File: src/rtl/branch_pred_ctrl_pkg.sv
// -----------------------------------------------------------------------------
// branch_pred_ctrl_pkg
//   Shared definitions for the branch prediction controller:
//     - PC_IDX_LSB : bit offset of the predictor table index inside the PC
//                    (instructions are word aligned, so bits [1:0] are skipped)
//     - bp_cnt_e   : 2-bit saturating counter encodings of the predictor table
//     - cnt_predicts_taken() : direction implied by a counter value
//   No ports (package).
// -----------------------------------------------------------------------------
package branch_pred_ctrl_pkg;

    localparam int PC_IDX_LSB = 2;

    typedef enum logic [1:0] {
        CNT_STRONG_NT = 2'b00,
        CNT_WEAK_NT   = 2'b01,
        CNT_WEAK_T    = 2'b10,
        CNT_STRONG_T  = 2'b11
    } bp_cnt_e;

    // Upper half of the counter range predicts taken.
    function automatic logic cnt_predicts_taken(input logic [1:0] cnt);
        return (cnt == CNT_WEAK_T) || (cnt == CNT_STRONG_T);
    endfunction

endpackage

File: src/rtl/bp_inflight_fifo.sv
// -----------------------------------------------------------------------------
// bp_inflight_fifo
//   Synchronous FIFO holding predicted branches that have not yet resolved.
//   Each entry is {table index, predicted direction}. The head entry is
//   readable combinationally so the resolve logic can compare it in the same
//   cycle it is popped.
//
//   Ports:
//     cpu_clk    in   clock, rising edge
//     cpu_rstn   in   asynchronous active-low reset
//     push       in   write push_data at the tail
//     push_data  in   entry to store [width-1:0]
//     pop        in   drop the head entry (ignored when empty)
//     clear      in   discard every entry; wins over push/pop
//     head_data  out  oldest entry [width-1:0]
//     count      out  number of stored entries [$clog2(depth):0]
//     empty      out  count == 0
// -----------------------------------------------------------------------------
module bp_inflight_fifo
    import branch_pred_ctrl_pkg::*;
#(
    parameter int width = 9,
    parameter int depth = 4
) (
    input  logic                    cpu_clk,
    input  logic                    cpu_rstn,
    input  logic                    push,
    input  logic [width-1:0]        push_data,
    input  logic                    pop,
    input  logic                    clear,
    output logic [width-1:0]        head_data,
    output logic [$clog2(depth):0]  count,
    output logic                    empty
);

    localparam int ptr_w = (depth > 1) ? $clog2(depth) : 1;
    localparam int cnt_w = $clog2(depth) + 1;

    logic [width-1:0] mem [depth];
    logic [ptr_w-1:0] wr_ptr_reg;
    logic [ptr_w-1:0] rd_ptr_reg;
    logic [cnt_w-1:0] count_reg;

    logic pop_eff;
    logic push_eff;
    logic full;

    assign full      = (count_reg == cnt_w'(depth));
    assign empty     = (count_reg == '0);
    assign pop_eff   = pop && !empty;
    // A full FIFO can still take a push when the head leaves on the same edge.
    assign push_eff  = push && (!full || pop_eff);
    assign head_data = mem[rd_ptr_reg];
    assign count     = count_reg;

    // Storage is not reset; only the pointers define which entries are live.
    always_ff @(posedge cpu_clk) begin
        if (push_eff && !clear) begin
            mem[wr_ptr_reg] <= push_data;
        end
    end

    // depth is a power of two, so the pointers wrap by natural overflow.
    always_ff @(posedge cpu_clk or negedge cpu_rstn) begin
        if (!cpu_rstn) begin
            wr_ptr_reg <= '0;
            rd_ptr_reg <= '0;
            count_reg  <= '0;
        end else if (clear) begin
            wr_ptr_reg <= '0;
            rd_ptr_reg <= '0;
            count_reg  <= '0;
        end else begin
            if (push_eff) begin
                wr_ptr_reg <= wr_ptr_reg + ptr_w'(1);
            end
            if (pop_eff) begin
                rd_ptr_reg <= rd_ptr_reg + ptr_w'(1);
            end
            case ({push_eff, pop_eff})
                2'b10:   count_reg <= count_reg + cnt_w'(1);
                2'b01:   count_reg <= count_reg - cnt_w'(1);
                default: count_reg <= count_reg;
            endcase
        end
    end

endmodule

File: src/rtl/branch_pred_ctrl.sv
// -----------------------------------------------------------------------------
// branch_pred_ctrl
//   Control path around an external 2-bit-counter predictor table.
//   Fetch: an accepted branch is looked up (one cycle table latency); the
//   prediction is reported and the {index, prediction} pair is queued in
//   bp_inflight_fifo. Execute: each resolve retires the oldest in-flight
//   branch, drives one table update and flags a mispredict. A mispredict or
//   an external flush squashes everything younger.
//
//   Ports:
//     cpu_clk           in   clock, rising edge
//     cpu_rstn          in   asynchronous active-low reset
//     fetch_valid       in   branch at fetch wants a prediction
//     fetch_pc          in   [31:0] PC of that branch
//     fetch_ready       out  fetch accepted when fetch_valid && fetch_ready
//     predictor_raddr   out  [addr_width-1:0] table read index (combinational)
//     predictor_rd_data in   [1:0] counter, valid the cycle after raddr
//     pred_valid        out  prediction pulse
//     pred_taken        out  predicted direction
//     resolve_valid     in   oldest in-flight branch resolved
//     resolve_taken     in   its actual direction
//     flush             in   external pipeline flush
//     predictor_wen     out  table update strobe
//     predictor_waddr   out  [addr_width-1:0] table update index
//     branch_taken_ex   out  actual direction for the table update
//     mispredict        out  pulse with predictor_wen when prediction was wrong
//     resolve_err       out  sticky: resolve arrived with nothing in flight
//     inflight_cnt      out  [$clog2(fifo_depth):0] current occupancy
// -----------------------------------------------------------------------------
module branch_pred_ctrl
    import branch_pred_ctrl_pkg::*;
#(
    parameter int entry_num  = 256,
    parameter int addr_width = $clog2(entry_num),
    parameter int fifo_depth = 4
) (
    input  logic                         cpu_clk,
    input  logic                         cpu_rstn,
    input  logic                         fetch_valid,
    input  logic [31:0]                  fetch_pc,
    output logic                         fetch_ready,
    output logic [addr_width-1:0]        predictor_raddr,
    input  logic [1:0]                   predictor_rd_data,
    output logic                         pred_valid,
    output logic                         pred_taken,
    input  logic                         resolve_valid,
    input  logic                         resolve_taken,
    input  logic                         flush,
    output logic                         predictor_wen,
    output logic [addr_width-1:0]        predictor_waddr,
    output logic                         branch_taken_ex,
    output logic                         mispredict,
    output logic                         resolve_err,
    output logic [$clog2(fifo_depth):0]  inflight_cnt
);

    localparam int cnt_w   = $clog2(fifo_depth) + 1;
    localparam int entry_w = addr_width + 1;

    // Lookup stage: the fetch accepted on the previous edge, waiting for the
    // table read data.
    logic                  lkp_valid_reg;
    logic                  lkp_valid_next;
    logic [addr_width-1:0] lkp_idx_reg;
    logic [addr_width-1:0] lkp_idx_next;

    logic                  fetch_ready_reg;
    logic                  fetch_ready_next;
    logic [cnt_w-1:0]      inflight_cnt_reg;
    logic                  predictor_wen_reg;
    logic [addr_width-1:0] predictor_waddr_reg;
    logic [addr_width-1:0] predictor_waddr_next;
    logic                  branch_taken_ex_reg;
    logic                  branch_taken_ex_next;
    logic                  mispredict_reg;
    logic                  resolve_err_reg;

    logic [entry_w-1:0]    fifo_head;
    logic [cnt_w-1:0]      fifo_count;
    logic                  fifo_empty;

    logic                  accept;
    logic                  lkp_taken;
    logic                  fifo_pop;
    logic                  bypass;
    logic                  res_hit;
    logic [addr_width-1:0] res_idx;
    logic                  res_pred;
    logic                  mis;
    logic                  discard;
    logic                  fifo_push;
    logic [cnt_w-1:0]      occ_now;
    logic [cnt_w-1:0]      fifo_count_next;
    logic [cnt_w-1:0]      occ_next;
    logic                  unused_pc_bits;

    assign predictor_raddr = fetch_pc[PC_IDX_LSB +: addr_width];
    assign unused_pc_bits  = ^{fetch_pc[31:PC_IDX_LSB+addr_width], fetch_pc[PC_IDX_LSB-1:0]};

    always_comb begin
        accept    = fetch_valid && fetch_ready_reg;
        lkp_taken = cnt_predicts_taken(predictor_rd_data);
        occ_now   = fifo_count + cnt_w'(lkp_valid_reg);

        // Oldest in-flight branch: FIFO head, or the lookup stage directly
        // when it is the only one outstanding.
        fifo_pop  = resolve_valid && !fifo_empty;
        bypass    = resolve_valid && fifo_empty && lkp_valid_reg;
        res_hit   = fifo_pop || bypass;
        res_idx   = fifo_pop ? fifo_head[entry_w-1:1] : lkp_idx_reg;
        res_pred  = fifo_pop ? fifo_head[0] : lkp_taken;
        mis       = res_hit && (res_pred != resolve_taken);

        // Everything younger than a mispredicted or flushed branch is dropped,
        // including a fetch accepted on the same edge.
        discard   = mis || flush;
        fifo_push = lkp_valid_reg && !bypass && !discard;

        lkp_valid_next = accept && !discard;
        lkp_idx_next   = accept ? predictor_raddr : lkp_idx_reg;

        if (discard) begin
            fifo_count_next = '0;
        end else begin
            fifo_count_next = fifo_count + cnt_w'(fifo_push) - cnt_w'(fifo_pop);
        end
        occ_next         = fifo_count_next + cnt_w'(lkp_valid_next);
        fetch_ready_next = (occ_next < cnt_w'(fifo_depth));

        predictor_waddr_next = res_hit ? res_idx : predictor_waddr_reg;
        branch_taken_ex_next = res_hit ? resolve_taken : branch_taken_ex_reg;
    end

    always_ff @(posedge cpu_clk or negedge cpu_rstn) begin
        if (!cpu_rstn) begin
            lkp_valid_reg       <= 1'b0;
            lkp_idx_reg         <= '0;
            fetch_ready_reg     <= 1'b1;
            inflight_cnt_reg    <= '0;
            predictor_wen_reg   <= 1'b0;
            predictor_waddr_reg <= '0;
            branch_taken_ex_reg <= 1'b0;
            mispredict_reg      <= 1'b0;
            resolve_err_reg     <= 1'b0;
        end else begin
            lkp_valid_reg       <= lkp_valid_next;
            lkp_idx_reg         <= lkp_idx_next;
            fetch_ready_reg     <= fetch_ready_next;
            inflight_cnt_reg    <= occ_next;
            predictor_wen_reg   <= res_hit;
            predictor_waddr_reg <= predictor_waddr_next;
            branch_taken_ex_reg <= branch_taken_ex_next;
            mispredict_reg      <= mis;
            if (resolve_valid && (occ_now == '0)) begin
                resolve_err_reg <= 1'b1;
            end
        end
    end

    bp_inflight_fifo #(
        .width (entry_w),
        .depth (fifo_depth)
    ) u_inflight_fifo (
        .cpu_clk   (cpu_clk),
        .cpu_rstn  (cpu_rstn),
        .push      (fifo_push),
        .push_data ({lkp_idx_reg, lkp_taken}),
        .pop       (fifo_pop),
        .clear     (discard),
        .head_data (fifo_head),
        .count     (fifo_count),
        .empty     (fifo_empty)
    );

    // The table data only arrives in the prediction cycle, so the direction
    // is taken straight from it, qualified by the registered valid.
    assign pred_valid      = lkp_valid_reg;
    assign pred_taken      = lkp_valid_reg && lkp_taken;
    assign fetch_ready     = fetch_ready_reg;
    assign inflight_cnt    = inflight_cnt_reg;
    assign predictor_wen   = predictor_wen_reg;
    assign predictor_waddr = predictor_waddr_reg;
    assign branch_taken_ex = branch_taken_ex_reg;
    assign mispredict      = mispredict_reg;
    assign resolve_err     = resolve_err_reg;

endmodule

File: config.mk
export PLATFORM = sky130hd
export DESIGN_NAME = branch_pred_ctrl
export DESIGN_NICKNAME = d
export VERILOG_FILES = /design/src/rtl/branch_pred_ctrl_pkg.sv /design/src/rtl/bp_inflight_fifo.sv /design/src/rtl/branch_pred_ctrl.sv
export SDC_FILE = /design/constraint.sdc
export NUM_CORES = 1
export LEC_CHECK = 0
export BUFFER_PORTS_ARGS = -buffer_cell sky130_fd_sc_hd__clkbuf_2
export CORE_AREA = 2 2 96 98
export DETAILED_ROUTE_END_ITERATION = 8
export DIE_AREA = 0 0 98 100
export GPL_ROUTABILITY_DRIVEN = 0
export PLACE_DENSITY = 0.63
export SETUP_SLACK_MARGIN = 0.5
export SYNTH_ARGS = -nofsm -noshare
export SYNTH_HDL_FRONTEND = slang
export SYNTH_SLANG_ARGS = --single-unit
File: constraint.sdc
create_clock -name cpu_clk -period 3.35 [get_ports cpu_clk]
set_input_delay 0.1675 -clock cpu_clk [delete_from_list [all_inputs] [get_ports cpu_clk]]
set_output_delay 0.1675 -clock cpu_clk [all_outputs]
set_load 0.01 [all_outputs]
==> flow_metrics.py <==
metrics = {
    "global_routing": {
        "overflow": 0,
        "grt_pass1_wl_um": 8630,
        "grtUsageTotal_pct": 11.7,
        "antenna_found_initial": 0,
        "grt_start_max_net_pins": 33,
        "grt_pass1_vias": 1702,
    },
    "place": {
        "dp_cells": 349,
        "numPortBuffers": 40,
        "dpl_cell_area_mm2": 0.00333,
        "hpwlAfterDp_um": 3580,
        "dp_slack_ns": 0.407,
    },
    "pwr": {
        "p_sw_mw": 0.807,
        "p_per_area_mw_per_mm2": 711,
        "vdd_ir_drop_max_mv": 0.193,
        "swShare_pct": 31.9,
        "comb_power_share_pct": 28.6,
        "total_power_mw": 2.53,
        "p_int_mw": 1.73,
        "power_frac_seq_pct": 44.8,
        "leakagePower_nw": 1.50,
        "clkPwrFrac_pct": 26.7,
    },
    "sta": {
        "setup_violations": 0,
        "min_period_over_period_pct": 82.8,
        "clock_skew_ns": 0.00972,
        "setup_tns_ns": 0,
        "hold_viol_final": 0,
        "hold_slack_ns": 0.0617,
        "tightest_slew_ns": 0.870,
        "fin_crit_ns": 2.78,
        "max_freq_ghz": 0.360,
        "drv_slew": 0,
        "worst_slack_ns": 0.575,
        "rsz0062_at_grt": "yes",
        "slew_headroom_pct": 42.0,
    },
    "clocking": {
        "cts-root-buf": "clkbuf_8",
        "clock_latency_ns": 0.35,
        "cts_tree": "built",
        "clk_pin_slew_ns": 0.08,
        "cts_sinks": 68,
        "cts_made_buffers": 9,
        "htreeDepth": 3,
        "clockBufferDepth": 2,
    },
    "min_path": {
        "hold_depth": 2,
        "hp-start": "fetch_pc[3]",
        "hold_path_class": "in -> reg",
        "whs_endpoint": "lkp_idx_reg[1]",
    },
    "setup_path": {
        "ff2ff_setup_slack_ns": 0.57,
        "rr_startpoint": "u_inflight_fifo.rd_ptr_reg[0]",
        "cp-end-kind": "flop",
        "cp-start-kind": "flop",
        "crit_fanout": 2,
        "r2r_end": "inflight_cnt[2]",
        "crit_required_ns": 3.62,
        "crit_arrival_ns": 3.05,
        "rr_worst_depth": 12,
        "worstSetupPathType": "reg -> reg",
    },
    "yosys": {
        "syn_area_per_cell_um2": 14.6,
        "netlist_area_mm2": 0.00302,
        "synth_cells": 207,
        "ys_ff_latch": 68,
        "synth_area_leader_cell": "edfxtp_1",
        "ys_warn_count": 0,
        "async_flop_share_pct": 47.1,
        "synth_edf_count": 36,
        "synthDistinctLibCells": 33,
        "synthFlopType": "edfxtp_1",
        "synth_top_area_share_pct": 35.8,
        "synth.area.top_cells": "edfxtp_1 36%, dfrtp_1 26%, mux4_2 4.5%",
        "synth_fp_nets": 258,
        "yosysSeqAreaShare_pct": 62.4,
    },
    "die": {
        "die_h_um": 100,
        "die_area_mm2": 0.00980,
        "core_area_mm2": 0.00889,
        "start_util_pct": 33.9,
        "core.rowCount": 35,
        "die_x_um": 98,
        "ios": 66,
    },
    "route": {
        "vias": 1729,
        "wl_per_cell_um": 14.8,
        "vias_per_cell": 4.71,
        "drc": 0,
        "drt_iter0_drc": 59,
        "antenna_left": 0,
        "postRouteWirelength_um": 5440,
        "drtPass1Iterations": 4,
    },
    "run": {
        "cap_viol_max_count": 0,
    },
    "layout": {
        "area_growth_pct": 18.1,
        "fin_area_mm2": 0.00356,
        "instances_no_fill": 367,
        "largest_register_ffs": 36,
        "antennaDiodeCount": 0,
        "drive_above_1_share_pct": 34.8,
        "final_core_util_pct": 40.1,
        "finalNetCount": 302,
    },
    "outcome": {
        "status": "finished clean",
    },
}
-- logic make-up (layout without fill, tap and decap cells) --
| logic type | count (synthesis) | count (layout) | synth area share, % |
|---|---|---|---|
| AND/OR/NAND/NOR | 46 | 46 | 7.09 |
| AO/OA/AOI/OAI | 24 | 24 | 5.23 |
| flip-flops | 68 | 68 | 62.4 |
| multiplexers | 26 | 26 | 13.1 |
| XOR/XNOR | 11 | 11 | 3.19 |
| adder cells (fa/ha/maj) | 11 | 11 | 5.06 |
| buffers and inverters | 21 | 70 | 3.94 |
-- routing by layer --
metal	GRT usage, %	routed length, um
met5	0	0
met3	3.55	234
met4	4.81	92
met1	13.6	2320
met2	20.2	2800
-- placed cells by master, fill, tap and decap left out, types with 3 or more instances in the layout --
| cell type | synthesis | routed |
|---|---|---|
| a21oi_1 | 4 | 3 |
| and2_1 | 4 | 4 |
| and3_1 | 5 | 5 |
| buf_4 | 8 | 7 |
| clkbuf_2 | 0 | 40 |
| clkbuf_8 | 0 | 9 |
| clkinvlp_4 | 0 | 3 |
| dfrtp_1 | 31 | 30 |
| edfxtp_1 | 36 | 36 |
| ha_1 | 9 | 8 |
| inv_1 | 6 | 6 |
| mux2_2 | 8 | 8 |
| mux2i_1 | 9 | 8 |
| mux4_1 | 3 | 3 |
| mux4_2 | 6 | 6 |
| nand2_1 | 14 | 14 |
| nand2b_1 | 5 | 5 |
| nor2_1 | 15 | 15 |
| o21ai_0 | 9 | 9 |
| xnor2_1 | 9 | 7 |
-- worst max-delay path, cell delays in order, from the launching register on --
cell and delay (ns):
dfrtp_1 0.37, mux4_2 0.51, mux2i_2 0.20, xnor2_2 0.15, a21oi_2 0.09, and3_1 0.18
ha_2 0.19, fa_2 0.35, xnor2_2 0.15, xnor2_1 0.13, nand2b_1 0.08, a21oi_2 0.15
xor2_1 0.15
-- layout make-up --
class / instances / area, um^2
Multi-Input combinational cell: 118 / 1060
Timing Repair Buffer: 48 / 263
Inverter: 6 / 22.5
Clock inverter: 7 / 75.1
Tap cell: 111 / 139
Fill cell: 849 / 5330
Clock buffer: 9 / 124
Sequential cell: 68 / 1880
-- worst max path at each step --
stage / start / to / cells after the start
after CTS: u_inflight_fifo.rd_ptr_reg[0] / inflight_cnt[2] / 12
final: u_inflight_fifo.rd_ptr_reg[0] / inflight_cnt[2] / 12
after detailed placement: u_inflight_fifo.count[1] / inflight_cnt[2] / 12
after global placement: u_inflight_fifo.count[1] / inflight_cnt[2] / 12
after floorplan: u_inflight_fifo.rd_ptr_reg[0] / inflight_cnt[2] / 13
after global routing: u_inflight_fifo.rd_ptr_reg[0] / inflight_cnt[2] / 12
-- synthesized netlist by cell type, types with 2 or more instances --
cell,count
edfxtp_1,36
dfrtp_1,31
nor2_1,15
nand2_1,14
ha_1,9
mux2i_1,9
o21ai_0,9
xnor2_1,9
buf_4,8
mux2_2,8
inv_1,6
mux4_2,6
and3_1,5
nand2b_1,5
a21oi_1,4
and2_1,4
clkbuf_1,4
mux4_1,3
a211oi_1,2
a21o_1,2
buf_2,2
fa_1,2
nor3_1,2
o31ai_1,2
xor2_1,2
-- power groups by stage --
| stage | Combinational, mW | Sequential [mW] | Clock [mW] |
|---|---|---|---|
| 3_5_place_dp | 0.726 | 1.15 | 0 |
| 2_1_floorplan | 0.495 | 1.16 | 0 |
| 6_report | 0.724 | 1.13 | 0.675 |
| 3_3_place_gp | 0.712 | 1.15 | 0 |
| 4_1_cts | 0.738 | 1.14 | 0.697 |
| 5_1_grt | 0.821 | 1.15 | 0.729 |
-- timing repair --
| action | CTS | global route |
|---|---|---|
| pin swaps | 1 | 4 |
| resized for setup | 2 | 1 |
| endpoints found under the hold margin | 31 | 0 |
| setup endpoints to repair | 2 | 2 |
| buffers inserted | 1 | 0 |
| hold buffers | 1 | 0 |
| gates cloned | 0 | 0 |
No activity file was read; power rests on OpenSTA's default activity.
